===== src/rtl/vend_credit_fsm_if.sv =====
// Coin-acceptor / dispenser / change-hopper bundle for vend_credit_fsm.
// The controller is the slave. The front-end (or a bench) is the master.
interface vend_credit_fsm_if #(
   parameter int CREDIT_W = 6
);
   logic [1:0]          coin;
   logic                cancel;
   logic                change_ready;
   logic                vend_out;
   logic                change_valid;
   logic [1:0]          change_coin;
   logic                coin_reject;
   logic [CREDIT_W-1:0] credit;
   logic                busy;

   modport slave (
      input  coin, cancel, change_ready,
      output vend_out, change_valid, change_coin, coin_reject, credit, busy
   );

   modport master (
      output coin, cancel, change_ready,
      input  vend_out, change_valid, change_coin, coin_reject, credit, busy
   );
endinterface


===== src/rtl/vend_credit_fsm.sv =====
// Vending controller: accumulates 5/10/20 coins up to PRICE, pulses vend_out,
// returns change over a valid/ready handshake, and supports cancel and idle timeout.
module vend_credit_fsm #(
   parameter int PRICE       = 15,
   parameter int CREDIT_W    = 6,
   parameter int TIMEOUT_CYC = 1000,
   parameter int TO_W        = 10
) (
   input  logic               clk,
   input  logic               rst,
   vend_credit_fsm_if.slave   bus
);
   typedef enum logic [1:0] {
      S_IDLE    = 2'd0,
      S_COLLECT = 2'd1,
      S_VEND    = 2'd2,
      S_REFUND  = 2'd3
   } state_t;

   localparam logic [CREDIT_W-1:0] W_PRICE   = CREDIT_W'(PRICE);
   localparam logic [CREDIT_W-1:0] W_FIVE    = CREDIT_W'(5);
   localparam logic [CREDIT_W-1:0] W_TEN     = CREDIT_W'(10);
   localparam logic [CREDIT_W-1:0] W_TWENTY  = CREDIT_W'(20);
   localparam logic [TO_W-1:0]     W_TO_LAST = TO_W'(TIMEOUT_CYC - 1);

   state_t              r_state;
   logic [CREDIT_W-1:0] r_credit;
   logic [TO_W-1:0]     r_timer;
   logic                r_vend_out;
   logic                r_change_valid;
   logic [1:0]          r_change_coin;
   logic                r_coin_reject;
   logic                r_busy;

   state_t              w_state_next;
   logic [CREDIT_W-1:0] w_credit_next;
   logic [TO_W-1:0]     w_timer_next;
   logic [CREDIT_W-1:0] w_coin_val;
   logic [CREDIT_W-1:0] w_sum;
   logic [CREDIT_W-1:0] w_change_val;
   logic [CREDIT_W-1:0] w_refund_left;
   logic                w_coin_seen;

   always_comb begin
      w_coin_val = '0;
      case (bus.coin)
         2'b01:   w_coin_val = W_FIVE;
         2'b10:   w_coin_val = W_TEN;
         2'b11:   w_coin_val = W_TWENTY;
         default: w_coin_val = '0;
      endcase
   end

   assign w_coin_seen   = (bus.coin != 2'b00);
   assign w_sum         = r_credit + w_coin_val;
   assign w_change_val  = (r_credit >= W_TEN) ? W_TEN : W_FIVE;
   assign w_refund_left = r_credit - w_change_val;

   always_comb begin
      w_state_next  = r_state;
      w_credit_next = r_credit;
      w_timer_next  = r_timer;
      case (r_state)
         S_IDLE: begin
            w_timer_next = '0;
            if (w_coin_seen) begin
               if (w_coin_val >= W_PRICE) begin
                  w_credit_next = w_coin_val - W_PRICE;
                  w_state_next  = S_VEND;
               end else begin
                  w_credit_next = w_coin_val;
                  w_state_next  = S_COLLECT;
               end
            end
         end
         S_COLLECT: begin
            // A completing coin outranks cancel and timeout in the same cycle.
            if (w_coin_seen) begin
               w_timer_next = '0;
               if (w_sum >= W_PRICE) begin
                  w_credit_next = w_sum - W_PRICE;
                  w_state_next  = S_VEND;
               end else begin
                  w_credit_next = w_sum;
                  if (bus.cancel) begin
                     w_state_next = S_REFUND;
                  end
               end
            end else if (bus.cancel) begin
               w_timer_next = '0;
               w_state_next = S_REFUND;
            end else if (r_timer == W_TO_LAST) begin
               w_timer_next = '0;
               w_state_next = S_REFUND;
            end else begin
               w_timer_next = r_timer + 1'b1;
            end
         end
         S_VEND: begin
            w_state_next = (r_credit != '0) ? S_REFUND : S_IDLE;
         end
         S_REFUND: begin
            if (bus.change_ready) begin
               w_credit_next = w_refund_left;
               if (w_refund_left == '0) begin
                  w_state_next = S_IDLE;
               end
            end
         end
         default: begin
            w_state_next  = S_IDLE;
            w_credit_next = '0;
            w_timer_next  = '0;
         end
      endcase
   end

   // Outputs are registered from the next-state decode so they line up with r_state.
   always_ff @(posedge clk or negedge rst) begin
      if (!rst) begin
         r_state        <= S_IDLE;
         r_credit       <= '0;
         r_timer        <= '0;
         r_vend_out     <= 1'b0;
         r_change_valid <= 1'b0;
         r_change_coin  <= 2'b00;
         r_coin_reject  <= 1'b0;
         r_busy         <= 1'b0;
      end else begin
         r_state        <= w_state_next;
         r_credit       <= w_credit_next;
         r_timer        <= w_timer_next;
         r_vend_out     <= (w_state_next == S_VEND);
         r_change_valid <= (w_state_next == S_REFUND);
         r_change_coin  <= (w_state_next != S_REFUND) ? 2'b00 :
                           (w_credit_next >= W_TEN)   ? 2'b10 : 2'b01;
         r_coin_reject  <= w_coin_seen && ((r_state == S_VEND) || (r_state == S_REFUND));
         r_busy         <= (w_state_next == S_VEND) || (w_state_next == S_REFUND);
      end
   end

   assign bus.vend_out     = r_vend_out;
   assign bus.change_valid = r_change_valid;
   assign bus.change_coin  = r_change_coin;
   assign bus.coin_reject  = r_coin_reject;
   assign bus.credit       = r_credit;
   assign bus.busy         = r_busy;
endmodule


===== src/flat_wrapper.sv =====
// flat-port wrapper written by rule: the top's interface ports become plain ports
module vend_credit_fsm_flat 
#(
   parameter int PRICE       = 15,
   parameter int CREDIT_W    = 6,
   parameter int TIMEOUT_CYC = 1000,
   parameter int TO_W        = 10
)
  (clk, rst, bus_coin, bus_cancel, bus_change_ready, bus_vend_out, bus_change_valid, bus_change_coin, bus_coin_reject, bus_credit, bus_busy);
  vend_credit_fsm_if #(.CREDIT_W(CREDIT_W)) bus_i ();
  input  logic clk;
  input  logic rst;
  input wire logic [$bits(bus_i.coin)-1:0] bus_coin;
  input wire logic [$bits(bus_i.cancel)-1:0] bus_cancel;
  input wire logic [$bits(bus_i.change_ready)-1:0] bus_change_ready;
  output wire logic [$bits(bus_i.vend_out)-1:0] bus_vend_out;
  output wire logic [$bits(bus_i.change_valid)-1:0] bus_change_valid;
  output wire logic [$bits(bus_i.change_coin)-1:0] bus_change_coin;
  output wire logic [$bits(bus_i.coin_reject)-1:0] bus_coin_reject;
  output wire logic [$bits(bus_i.credit)-1:0] bus_credit;
  output wire logic [$bits(bus_i.busy)-1:0] bus_busy;
  assign bus_i.coin = bus_coin;
  assign bus_i.cancel = bus_cancel;
  assign bus_i.change_ready = bus_change_ready;
  assign bus_vend_out = bus_i.vend_out;
  assign bus_change_valid = bus_i.change_valid;
  assign bus_change_coin = bus_i.change_coin;
  assign bus_coin_reject = bus_i.coin_reject;
  assign bus_credit = bus_i.credit;
  assign bus_busy = bus_i.busy;
  vend_credit_fsm #(.PRICE(PRICE), .CREDIT_W(CREDIT_W), .TIMEOUT_CYC(TIMEOUT_CYC), .TO_W(TO_W)) u_core (.clk(clk), .rst(rst), .bus(bus_i));
endmodule

===== config.mk =====
export PLATFORM = sky130hd
export DESIGN_NAME = vend_credit_fsm_flat
export DESIGN_NICKNAME = d
export VERILOG_FILES = /design/src/rtl/vend_credit_fsm_if.sv /design/src/rtl/vend_credit_fsm.sv /design/src/flat_wrapper.sv
export SDC_FILE = /design/constraint.sdc
export NUM_CORES = 1
export LEC_CHECK = 0
export ABC_AREA = 1
export CAP_MARGIN = 30
export CORE_UTILIZATION = 44
export DETAILED_ROUTE_END_ITERATION = 10
export DONT_BUFFER_PORTS = 1
export SYNTH_ARGS = -nofsm -noshare
export SYNTH_HDL_FRONTEND = slang
export SYNTH_SLANG_ARGS = --single-unit

===== constraint.sdc =====
create_clock -name clk -period 6.8 [get_ports clk]
set_input_delay 0.68 -clock clk [delete_from_list [all_inputs] [get_ports clk]]
set_output_delay 0.68 -clock clk [all_outputs]
set_load 0.005 [all_outputs]

[Word level (Yosys, flattened, before mapping)]
Index checks and enable logic that the tools add are counted.
W data, S select, Z words.
Word-level totals
  register bits after elaboration: 24
  bits in latches: 0
  bits in writable memories: 0
  memory bits (read-only): 0
  input port bits: 6
  output and inout bits: 12
  word-level logic and storage cells: 60
  memories: 0
Operators by class
  add/subtract/negate cells: 5
  multipliers: 0
  div/mod/pow operators: 0
  $lt $le $gt $ge: 4
  eq/ne operators: 10
  shifts and indexed selects: 0
  muxes and demuxes: 25
  bitwise gates (word level): 0
  reductions and logical operators: 8
Operators with widths (number)
  $mux W10: 3
  $mux W6: 5
  $mux W2: 12
  $pmux W10 S2: 1
  $ge A6 B4 Y1 const B: 3
  $pmux W6 S3: 1
  $pmux W5 S3: 1
  $eq A2 B2 Y1 const B: 6
  $add A10 B1 Y10 const B: 1
  $eq A10 B10 Y1 const B: 1
  $pmux W2 S4: 1
  $add A6 B5 Y6: 1
  $logic_not A6 Y1: 1
  $reduce_bool A6 Y1: 1
  $sub A5 B4 Y6 const B: 1
  $sub A6 B4 Y6 const B: 1
  $sub A6 B6 Y6: 1
  $ge A5 B4 Y1 const B: 1
  $eq A2 B1 Y1 const B: 2
  $mux W4: 1
  $reduce_bool A2 Y1: 2
  $logic_not A2 Y1: 1
  $logic_or A1 B1 Y1: 2
  $ne A2 B2 Y1 const B: 1
  $logic_and A1 B1 Y1: 1

[Longest topological paths before layout]
Gate-level depths: netlist (run 1).
  depth after elaboration: 10
  mapped depth: 24
  gate-level depth less buffers: 24

[Worst setup path before layout (run 1)]
OpenSTA, ideal clock, no wires.
  path kind: reg-to-reg
  start: reg u_core.r_credit[3] (netlist: u_core.bus.credit[3])
  end: reg u_core.r_change_coin[1] (netlist: u_core.bus.change_coin[1])
  library setup time: 0.077 ns
  data arrival time: 2.650 ns
  required time: 6.723 ns
  slack: 4.073 ns
  stages on the path, launching flop included: 16
  path buffers: 1
  clock period less this slack: 2.727 ns
  path through: dfrtp_1 > clkbuf_2 > inv_1 > o21ai_0 > inv_1 > ha_1 > fa_1 > o21ai_0 > xor2_1 > inv_1 > nand4_1 > a21oi_1 > o21ai_1 > o21a_2 > nand2_2 > a21oi_1
Between the ends
  longest elaborated chain between the ends: 9
  elaborated cells between the ends (all ways): 23
  classes of those cells: add/sub: 3; order compare: 3; eq/ne: 1; mux: 14; reduce/logical: 2
RTL lines
  start, declared: RTL line vend_credit_fsm.sv:27  | logic [CREDIT_W-1:0] r_credit;
  start signal, assigned: RTL line vend_credit_fsm.sv:131  | r_credit <= w_credit_next;
  $ge A6 B4 Y1: RTL line vend_credit_fsm.sv:56  | assign w_change_val = (r_credit >= W_TEN) ? W_TEN : W_FIVE;
  $mux W4: RTL line vend_credit_fsm.sv:56
  $sub A6 B6 Y6: RTL line vend_credit_fsm.sv:57  | assign w_refund_left = r_credit - w_change_val;
  $logic_not A6 Y1: RTL line vend_credit_fsm.sv:105  | if (w_refund_left == '0) begin
  $mux W2: RTL line vend_credit_fsm.sv:105
  $mux W2: RTL line vend_credit_fsm.sv:103  | if (bus.change_ready) begin
  $pmux W2 S4 *: RTL line vend_credit_fsm.sv:63  | case (r_state)
  net u_core.w_state_next[0]: RTL line vend_credit_fsm.sv:35  | state_t w_state_next;
  $ne A2 B2 Y1 *: RTL line vend_credit_fsm.sv:135  | r_change_coin <= (w_state_next != S_REFUND) ? 2'b00 :
  $mux W2 *: RTL line vend_credit_fsm.sv:135
  end signal, assigned: RTL line vend_credit_fsm.sv:135
  end, declared: RTL line vend_credit_fsm.sv:31  | logic [1:0] r_change_coin;
The timed path passes the listed nets; every way through them passes the cells marked *.
A chain may end at the register's enable or synchronous reset.

[Worst setup path after layout (run 1)]
Same ends and word-level chain as after synthesis.

==> flow_summary.yaml, run 1 <==
floorplan:
  die_y_um: 69.9
  die-area_um2: 4890
  core_area_um2: 4380
  ios: 18
  die_w_um: 69.9
  rows: 24
  initial_core_util_pct: 46.3
sta:
  finalMaxSlewViolations: 0
  clock_skew_ns: 0.00729
  hold_viol: 0
  finalSetupTns_ns: 0
  setup_viol: 0
  finalCriticalPeriod_ns: 3.11
  grt_setup_unrepaired: "false"
  fin_crit_sh_pct: 45.8
  worstMarginPinSlew_ns: 0.624
  timing.slew.headroom_pct: 58.2
  max_freq_mhz: 321
synthesis:
  avgSynthCellArea_um2: 6.68
  synth_top_area_cell: "dfrtp_1"
  ys_ff_latch: 24
  synth_top_area_share_pct: 29.6
  syn_area_um2: 2030
  synth_cells: 304
  synthTopCellsByArea: "dfrtp_1 (30%), nand2_1 (14%), inv_1 (7.4%)"
  synth_nets: 321
  ys_warn_count: 0
  ys_seq_area_share_pct: 29.6
  ys_types: 36
clocking:
  clk_path_buf_depth: 2
  clkLatencyLatePin_ns: 0.27
  cts.clk_slew.worst_paths_ns: 0.08
  ctsHtreeMaxLevel: 1
  cts.sinks: 24
  post_cts_resized: 0
  cts_tree: "built"
  hold_buffers: 0
  numCtsBuffers: 3
  cts_root_buffer: "clkbuf_8"
  cts_setup_buffers: 0
critical_path:
  timing.rr.start: "u_core.bus.credit[3]"
  reg2reg_depth: 14
  timing.rr.end: "u_core.bus.change_coin[1]"
  cp-start-kind: "flop"
  arrival_ns: 3.27
  r2r_setup_slack_ns: 3.69
  critPathMaxFanout: 10
  cp_data_required_time_ns: 6.96
  crit_type: "reg2reg"
  crit_path_start: "u_core.bus.credit[3]"
  crit_end: "u_core.bus.change_coin[1]"
  end_kind: "flop"
pwr:
  switching_share_pct: 53.3
  p_leak_nw: 1.05
  pwr-share-comb_pct: 66.7
  p_per_area_nw_per_um2: 497
  power_frac_clock_pct: 9.1
  power.switching_uw: 563
  p_seq_share_pct: 24.2
  ir_drop_mv: 0.289
  intPower_uw: 494
placed_design:
  portBuffers: 0
  post-dp-hpwl_um: 3840
  gp_congestion: 0.932
  place_area_um2: 2070
route:
  wl_per_cell_um: 13.6
  drt_iter0_drc: 107
  dr_total_vias: 1890
  via_per_inst: 5.31
  firstDrtPassIters: 5
  finalWirelength_um: 4850
  ant_nets: 0
  drc: 0
finish:
  syn_to_final_growth_pct: 4.81
  fin_nets: 322
  fillers: 461
  diodes: 0
  final_layout_size_suffix_gt1_share_pct: 11.2
  finalInstanceArea_um2: 2130
outcome:
  status: "finished clean"
global_route:
  gr-total-overflow: 0
  antenna_found_initial: 0
  grt_util_met1_pct: 29.3
  grt_max_degree: 25
  grtUsageMet2_pct: 34.6
  grt_usage_pct: 21.2
  first_global_vias: 1808
  grt_util_met3_pct: 4.04
  grt_pass1_wl_um: 8340
  top_usage_layer: "met2"
flow_run:
  cap_viol_max_count: 0
min_path:
  min_path_type: "in2async"
cells in the mapped netlist (all sizes together):
cell / count
nand2: 90
inv: 44
nor2: 37
nand3: 25
dfrtp: 24
o21ai: 17
a21oi: 15
ha: 10
nor3: 9
nand4: 6
buf: 3
o32ai: 3
xnor2: 3
xor2: 3
a31oi: 2
nand3b: 2
or2: 2
a22o: 1
a22oi: 1
a32o: 1
clkbuf: 1
clkinv: 1
fa: 1
nor3b: 1
o2111ai: 1
o21a: 1
critical path, stage by stage, from the launching register on:
cell,delay [ns]
dfrtp_1,0.57
inv_1,0.16
o21ai_0,0.39
inv_1,0.15
ha_1,0.23
fa_1,0.40
o21ai_0,0.23
xor2_1,0.11
inv_1,0.06
nand4_1,0.08
a21oi_1,0.24
o21ai_1,0.11
o21a_2,0.15
nand2_2,0.09
a21oi_1,0.04
cells in the final DEF (no fill, tap or decap), drive strengths merged:
cell	Yosys	routed
nand2	90	90
inv	44	44
nor2	37	37
nand3	25	25
dfrtp	24	24
o21ai	17	17
a21oi	15	15
ha	10	10
nor3	9	9
nand4	6	6
clkbuf	1	4
xor2	3	3
xnor2	3	3
o32ai	3	3
or2	2	2
a31oi	2	2
nand3b	2	2
clkinv	1	1
o2111ai	1	1
nor3b	1	1
o21a	1	1
a32o	1	1
a22o	1	1
a22oi	1	1
fa	1	1
power by group through the flow:
stage	combinational, mW	clock, mW	sequential (mW)
finish	0.705	0.0959	0.256
global route	0.804	0.103	0.263
CTS	0.703	0.0985	0.256
detailed placement	0.699	0	0.259
global placement	0.694	0	0.259
floorplan	0.583	0	0.222
state kept, by name (all words and copies together), names as in the netlist:
name and count:
u_core.bus.change_valid 1, u_core.bus.credit 6, u_core.r_state 2, u_core.r_timer 10
u_core.bus.vend_out 1, u_core.bus.coin_reject 1, u_core.bus.change_coin 2, u_core.bus.busy 1
how the worst min path moves through the flow:
| stage | startpoint | end | slack, ns |
|---|---|---|---|
| global placement | rst | u_core.bus.coin_reject | 0.39 |
| global route | rst | u_core.bus.coin_reject | 0.08 |
| detailed placement | rst | u_core.bus.coin_reject | 0.39 |
| finish | rst | u_core.bus.coin_reject | 0.09 |
| floorplan | rst | u_core.bus.busy | 0.38 |
| CTS | rst | u_core.bus.coin_reject | 0.09 |
through the flow:
stage	power, mW	util (%)	hold WS (ns)	instances	setup WS (ns)
2_1_floorplan	0.805	-	0.384	304	4.07
3_3_place_gp	0.954	47.3	0.385	352	3.81
3_5_place_dp	0.958	47.3	0.385	352	3.70
4_1_cts	1.06	48.5	0.0915	356	3.68
5_1_grt	1.17	48.5	0.0819	356	3.28
6_report	1.06	48.5	0.0943	356	3.69
routing by layer:
metal | vias up | routed length (um)
met5 | - | 0
met4 | 0 | 51
met3 | 6 | 243
met2 | 44 | 2150
met1 | 854 | 2410
li1 | 986 | -
cell type report:
cell class                 instances  area, um^2  area share, %
sequential                        24         601           28.2
inverter                          45         169           7.94
tap                               52        65.1           3.06
multi-input combinational        231        1240           58.2
clock buffer                       4        55.1           2.59
cell families after synthesis:
kind of cell | after synthesis | synth area share (%)
AO/OA/AOI/OAI | 42 | 12.1
XOR/XNOR | 6 | 2.59
adder cells (fa/ha/maj) | 11 | 7.15
buffers and inverters | 49 | 9.43
flip-flops | 24 | 29.6
AND/OR/NAND/NOR | 172 | 39.1
(Power assumes the default switching activity.)
==> inputs of run 2 (changes only) <==
==> constraint.sdc (replaced) <==
create_clock -name clk -period 2.75 [get_ports clk]
set_input_delay 0.275 -clock clk [delete_from_list [all_inputs] [get_ports clk]]
set_output_delay 0.275 -clock clk [all_outputs]
set_load 0.005 [all_outputs]
==> run 2 against run 1 <==
Against the previous run: via count rose by 4.3%; non-clock buffer count up 14; die area unchanged; clock skew about the same; critical path depth is the same; critical endpoint unchanged; clock-buffer cell count shrank 1; power increased to 2.7 times the previous value; first-iteration DRC count fell by 4.7%; combinational power increased to 2.9 times the previous value; global-route usage increased by 0.64 points; sequential power is 110% higher.
==> flow_summary.yaml, run 2 (synthesized netlist as in run 1, its figures left out) <==
finish:
  mostFrequentLayoutCells: "nand2_1 (78), inv_1 (39), nor2_1 (31), dfrtp_1 (24), nand3_1 (22)"
  syn_to_final_growth_pct: 12.4
  multi_input_area_um2: 1250
  top_register: "u_core.r_timer"
  largest_register_ff_count: 10
  layout_commonest_cell: "nand2_1"
  diodes: 0
  ff_latch_area_um2: 601
  finalInstanceArea_um2: 2280
  final_layout_size_suffix_gt1_share_pct: 15.4
  fin_nets: 336
  fillers: 445
pwr:
  ir_drop_mv: 0.856
  intPower_mw: 1.43
  power.switching_mw: 1.44
  power_frac_clock_pct: 10.7
  switching_share_pct: 50.1
  p_per_area_nw_per_um2: 1260
  p_leak_nw: 1.13
  p_seq_share_pct: 18.6
  pwr-share-comb_pct: 70.7
route:
  ant_nets: 0
  dr_total_vias: 1972
  finalWirelength_um: 4920
  firstDrtPassIters: 4
  drt_iter0_drc: 102
  drc: 0
  via_per_inst: 5.33
  wl_per_cell_um: 13.3
floorplan:
  initial_core_util_pct: 46.3
  die_y_um: 69.9
  core_area_um2: 4380
  die_w_um: 69.9
  ios: 18
  die-area_um2: 4890
  rows: 24
clocking:
  clk_path_buf_depth: 2
  clkLatencyLatePin_ns: 0.27
  numCtsBuffers: 3
  cts_tree: "built"
  cts_setup_buffers: 0
  ctsHtreeMaxLevel: 1
  cts.sinks: 24
  cts_root_buffer: "clkbuf_8"
  cts.clk_slew.worst_paths_ns: 0.08
critical_path:
  cp-start-kind: "flop"
  crit_type: "reg2reg"
  cp_slowest_cell: "fa_1"
  arrival_ns: 2.68
  critPathMaxFanout: 3
  end_kind: "flop"
  timing.rr.start: "u_core.bus.credit[3]"
  slowest_delay_ns: 0.40
  cp_data_required_time_ns: 2.94
  crit_top_cell: "inv_1"
  r2r_setup_slack_ns: 0.26
  crit_path_start: "u_core.bus.credit[3]"
  path_cells: "inv_1, o21ai_1, inv_1, ha_1, fa_1, o21ai_0, xor2_1, inv_1, nand4_1, a21oi_1, o21ai_1, o21a_2, nand2_2, a21oi_1"
placed_design:
  post-dp-hpwl_um: 3950
  gp_congestion: 0.876
  place_area_um2: 2160
  portBuffers: 0
  pre_cts_ws_ns: 0.119
global_route:
  grt_pass1_wl_um: 8530
  grt_usage_pct: 21.9
  grt_max_degree: 25
  gr-total-overflow: 0
  first_global_vias: 1847
  antenna_found_initial: 0
sta:
  hold_viol: 0
  clock_skew_ns: 0.00684
  finalCriticalPeriod_ns: 2.49
  layout_setup_ws_ns: 0.263
  finalMaxSlewViolations: 0
  grt_setup_unrepaired: "false"
  timing.slew.headroom_pct: 65.4
  max_freq_mhz: 402
  setup_viol: 0
  fin_crit_sh_pct: 90.5
  worstMarginPinSlew_ns: 0.516
  finalSetupTns_ns: 0
min_path:
  hp-start: "bus_change_ready"
  min_path_type: "in2reg"
outcome:
  status: "finished clean"
flow_run:
  cap_viol_max_count: 0
[run 2: timing repair]
item	in CTS	in global routing
hold buffers	1	0
endpoints found under the setup margin	0	5
endpoints found under the hold margin	24	0
resized for setup	0	4
[run 2: through the flow]
stage                     cells  hold WS (ns)  power [mW]  util [%]
after global routing        370         0.288        3.16      52.0
after detailed placement    364       -0.0196        2.53      49.3
after floorplan             304       -0.0206        1.99         -
after global placement      364       -0.0196        2.51      49.3
final                       370         0.294        2.87      52.0
after CTS                   369         0.279        2.85      51.2
[run 2: power groups by stage]
stage                     combinational [mW]  sequential, mW  clock (mW)
after global routing                    2.29           0.543       0.332
after global placement                  1.97           0.541           0
after CTS                               2.00           0.535       0.314
after detailed placement                1.99           0.542           0
final                                   2.03           0.533       0.307
after floorplan                         1.44           0.548           0
[run 2: final timing paths]
check / cells past startpoint / end
worst max register to register: 14 / u_core.bus.change_coin[1]
max in group asynchronous: 2 / u_core.bus.busy
min in group asynchronous: 1 / u_core.bus.coin_reject
worst max-delay path: 14 / u_core.bus.change_coin[1]
worst min-delay path: 3 / u_core.bus.credit[5]
worst min register to register: 1 / u_core.r_timer[0]
[run 2: critical path, delay by kind of cell, from the launching register on]
family / cells / cell delay, ns
flip-flops: 1 / 0.35
adder cells (fa/ha/maj): 2 / 0.62
buffers and inverters: 3 / 0.21
AO/OA/AOI/OAI: 6 / 0.89
XOR/XNOR: 1 / 0.20
AND/OR/NAND/NOR: 2 / 0.15
[run 2: final cells by class]
| class | instances | share of cell area (%) |
|---|---|---|
| clock buffers | 3 | 1.81 |
| clock inverters | 1 | 1.32 |
| inverters | 45 | 7.41 |
| multi-input cells | 231 | 54.8 |
| flip-flops and latches | 24 | 26.3 |
| well taps | 52 | 2.85 |
| repair buffers | 14 | 5.49 |
[run 2: metal layers]
metal / part of all wire (%) / wire (um) / track usage, %
met3: 6.4 / 313 / 4.33
met1: 49 / 2400 / 30.3
met4: 0.93 / 46 / 4.00
met5: 0 / 0 / 0
met2: 44 / 2160 / 35.9
==> inputs of run 3 (changes only) <==
--- a/config.mk
+++ b/config.mk
@@ -5,8 +5,8 @@
 export SDC_FILE = /design/constraint.sdc
 export NUM_CORES = 1
 export LEC_CHECK = 0
-export ABC_AREA = 1
 export CAP_MARGIN = 30
+export CORE_ASPECT_RATIO = 1.75
 export CORE_UTILIZATION = 44
 export DETAILED_ROUTE_END_ITERATION = 10
 export DONT_BUFFER_PORTS = 1
==> run 3 against run 2 <==
Against the previous run: the run now ends with negative setup slack left; synthesized cell count decreased by 15%; power rose by 31%; critical path depth is 4 lower; area after synthesis up 3.2%; combinational power rose by 45%; worst hold slack worse by 0.20 ns; clock skew fell by 0.0040 ns; non-clock buffer count is 44 higher; register-to-register slack worse by 0.34 ns; largest power group unchanged; highest routed layer unchanged.
==> flow_summary.yaml, run 3 <==
critical_path:
  cp-start-kind: "flop"
  critPathMaxFanout: 7
  slowest_delay_ns: 0.50
  arrival_ns: 3.04
  crit_top_cell: "a31oi_1"
  crit_end: "u_core.bus.change_coin[1]"
  end_kind: "flop"
  crit_family: "simple AND/OR/NAND/NOR gates"
  timing.rr.end: "u_core.bus.change_coin[1]"
  crit_cells: 10
  cp_num_buf_inv: 1
  crit_type: "reg2reg"
  path_cells: "buf_6, ha_4, nand3_1, a31oi_1, nor3b_1, or4_4, or3_1, a31oi_1, o2111a_2, o311a_1"
  crit_path_start: "u_core.bus.credit[2]"
  cp_slowest_cell: "or4_4"
  reg2reg_depth: 10
  cp_data_required_time_ns: 2.96
  timing.rr.start: "u_core.bus.credit[2]"
  r2r_setup_slack_ns: -0.08
floorplan:
  initial_core_util_pct: 46.7
  core_area_um2: 4480
  die-area_um2: 5050
  ios: 18
  die_w_um: 54.2
  die_y_um: 93.3
  rows: 32
placed_design:
  dp_cells: 344
  place_area_um2: 2520
  post-dp-hpwl_um: 4810
  portBuffers: 0
  gp_congestion: 0.874
global_route:
  grt_max_degree: 25
  first_global_vias: 2185
  antenna_found_initial: 0
  gr-total-overflow: 0
  grt_pass1_wl_um: 9850
  grt_usage_pct: 27.2
pwr:
  p_leak_nw: 1.19
  power_frac_clock_pct: 8.3
  power.switching_mw: 1.61
  ir_drop_mv: 0.780
  p_per_area_nw_per_um2: 1330
  pwr-share-comb_pct: 78.2
  intPower_mw: 2.15
  p_seq_share_pct: 13.5
  switching_share_pct: 42.8
sta:
  setup_viol: 3
  fin_crit_sh_pct: 103
  timing.slew.headroom_pct: 71.1
  finalMaxSlewViolations: 0
  hold_ws_ns: 0.0900
  finalSetupTns_ns: -0.156
  worstMarginPinSlew_ns: 0.434
  layout_setup_ws_ns: -0.0777
  finalCriticalPeriod_ns: 2.83
  max_freq_mhz: 354
  clock_skew_ns: 0.00280
  hold_viol: 0
  grt_setup_unrepaired: "true"
finish:
  final_layout_size_suffix_gt1_share_pct: 36.0
  layout_commonest_cell: "buf_4"
  largest_register_ff_count: 10
  final_cell_count_no_fill: 359
  top_register: "u_core.r_timer"
  syn_to_final_growth_pct: 34.8
  ff_latch_area_um2: 601
  diodes: 0
  mostFrequentLayoutCells: "buf_4 (50), nor2_1 (29), nand2_1 (25), dfrtp_1 (24), a21oi_1 (12)"
  fin_nets: 326
  fillers: 424
  multi_input_area_um2: 1570
  finalInstanceArea_um2: 2820
route:
  firstDrtPassIters: 4
  finalWirelength_um: 6390
  via_per_inst: 5.97
  ant_nets: 0
  drt_iter0_drc: 74
  dr_total_vias: 2143
  wl_per_cell_um: 17.8
  drc: 0
clocking:
  clk_path_buf_depth: 2
  cts_tree: "built"
  cts.sinks: 24
  clkLatencyLatePin_ns: 0.27
  ctsHtreeMaxLevel: 1
  cts_root_buffer: "clkbuf_8"
  numCtsBuffers: 3
  cts.clk_slew.worst_paths_ns: 0.09
synthesis:
  synth_cells: 259
  synth_top_area_share_pct: 28.7
  synthTopCellsByArea: "dfrtp_1 (29%), ha_1 (6.0%), nor2_1 (5.6%)"
  syn_area_um2: 2090
  ys_warn_count: 0
  postSynth.asyncResetShare_pct: 100
  yosysMostFrequentCell: "nor2_1"
  synthFlopType: "dfrtp_1"
  synth_top_area_cell: "dfrtp_1"
  ys_seq_area_share_pct: 28.7
  ys_types: 64
  synth_edf_count: 0
  ys_ff_latch: 24
  avgSynthCellArea_um2: 8.09
  synth_commonest_cells: "nor2_1 (31), nand2_1 (28), dfrtp_1 (24)"
  synth_nets: 276
flow_run:
  cap_viol_max_count: 0
outcome:
  status: "finished, violations left"
  violations: "negative setup slack"
min_path:
  min_path_type: "in2reg"
  whs_path_depth: 1
run 3: changes by cell type after synthesis, moves of 4 or more:
cell      previous run  this run
clkbuf_1             0         5
inv_1               40        10
nand2_1             78        28
nand2_2             11         0
nand3_1             22        10
nor2_2               5         0
nor2b_1              0         6
nor3_1               9         1
o21ai_0             15         9
o21ai_1              2         9
o31ai_1              0         5
o41ai_1              0         4
run 3: area by class of cell:
class / instances / area share [%]
repair buffers: 58 / 16.8
well taps: 51 / 2.26
flip-flops and latches: 24 / 21.3
multi-input cells: 210 / 55.5
inverters: 12 / 1.73
clock inverters: 1 / 1.06
clock buffers: 3 / 1.46
run 3: cell families (layout without fill, tap and decap cells):
group	after synthesis	after routing	share of synthesized area, %
simple gates	113	113	28.1
compound gates	73	73	23.7
fa+ha+maj	11	11	6.93
xor+xnor	11	11	4.96
mux	2	2	0.956
buf+inv	25	74	6.75
flops	24	24	28.7
run 3: repair_timing:
item,in CTS,in global routing
hold endpoints to repair,24,0
pin swaps,18,4
resized for setup,20,11
setup buffers,8,1
setup endpoints to repair,7,9
hold buffers,2,0
run 3: power groups by stage:
| stage | Sequential, mW | Clock (mW) | Combinational, mW |
|---|---|---|---|
| 3_5_place_dp | 0.516 | 0 | 2.49 |
| 6_report | 0.506 | 0.313 | 2.94 |
| 4_1_cts | 0.505 | 0.323 | 2.76 |
| 3_3_place_gp | 0.515 | 0 | 2.47 |
| 5_1_grt | 0.513 | 0.336 | 3.15 |
| 2_1_floorplan | 0.520 | 0 | 1.51 |
run 3: worst min path at each step:
stage | from | endpoint | slack (ns)
after floorplan | rst | u_core.bus.busy | -0.02
after global placement | rst | u_core.r_timer[3] | -0.02
after detailed placement | rst | u_core.bus.coin_reject | -0.02
after CTS | bus_cancel | u_core.r_timer[2] | 0.09
after global routing | bus_cancel | u_core.r_timer[2] | 0.08
final | bus_cancel | u_core.r_timer[2] | 0.09
run 3: layer usage:
| layer | GRT usage (%) | vias to the layer above | part of all wire, % |
|---|---|---|---|
| li1 | - | 1034 | - |
| met1 | 26.8 | 1032 | 36 |
| met2 | 50.4 | 55 | 56 |
| met3 | 2.11 | 22 | 2.3 |
| met4 | 16.9 | 0 | 5.3 |
| met5 | 0 | - | 0 |
run 3: per-stage QoR:
stage | total power [mW] | worst slack, ns | utilization (%)
after CTS | 3.59 | -0.0752 | 61.3
after global placement | 2.99 | -0.221 | 56.2
after global routing | 4.00 | -0.204 | 62.9
final | 3.76 | -0.0777 | 62.9
after detailed placement | 3.01 | -0.223 | 56.2
after floorplan | 2.03 | 0.00175 | -
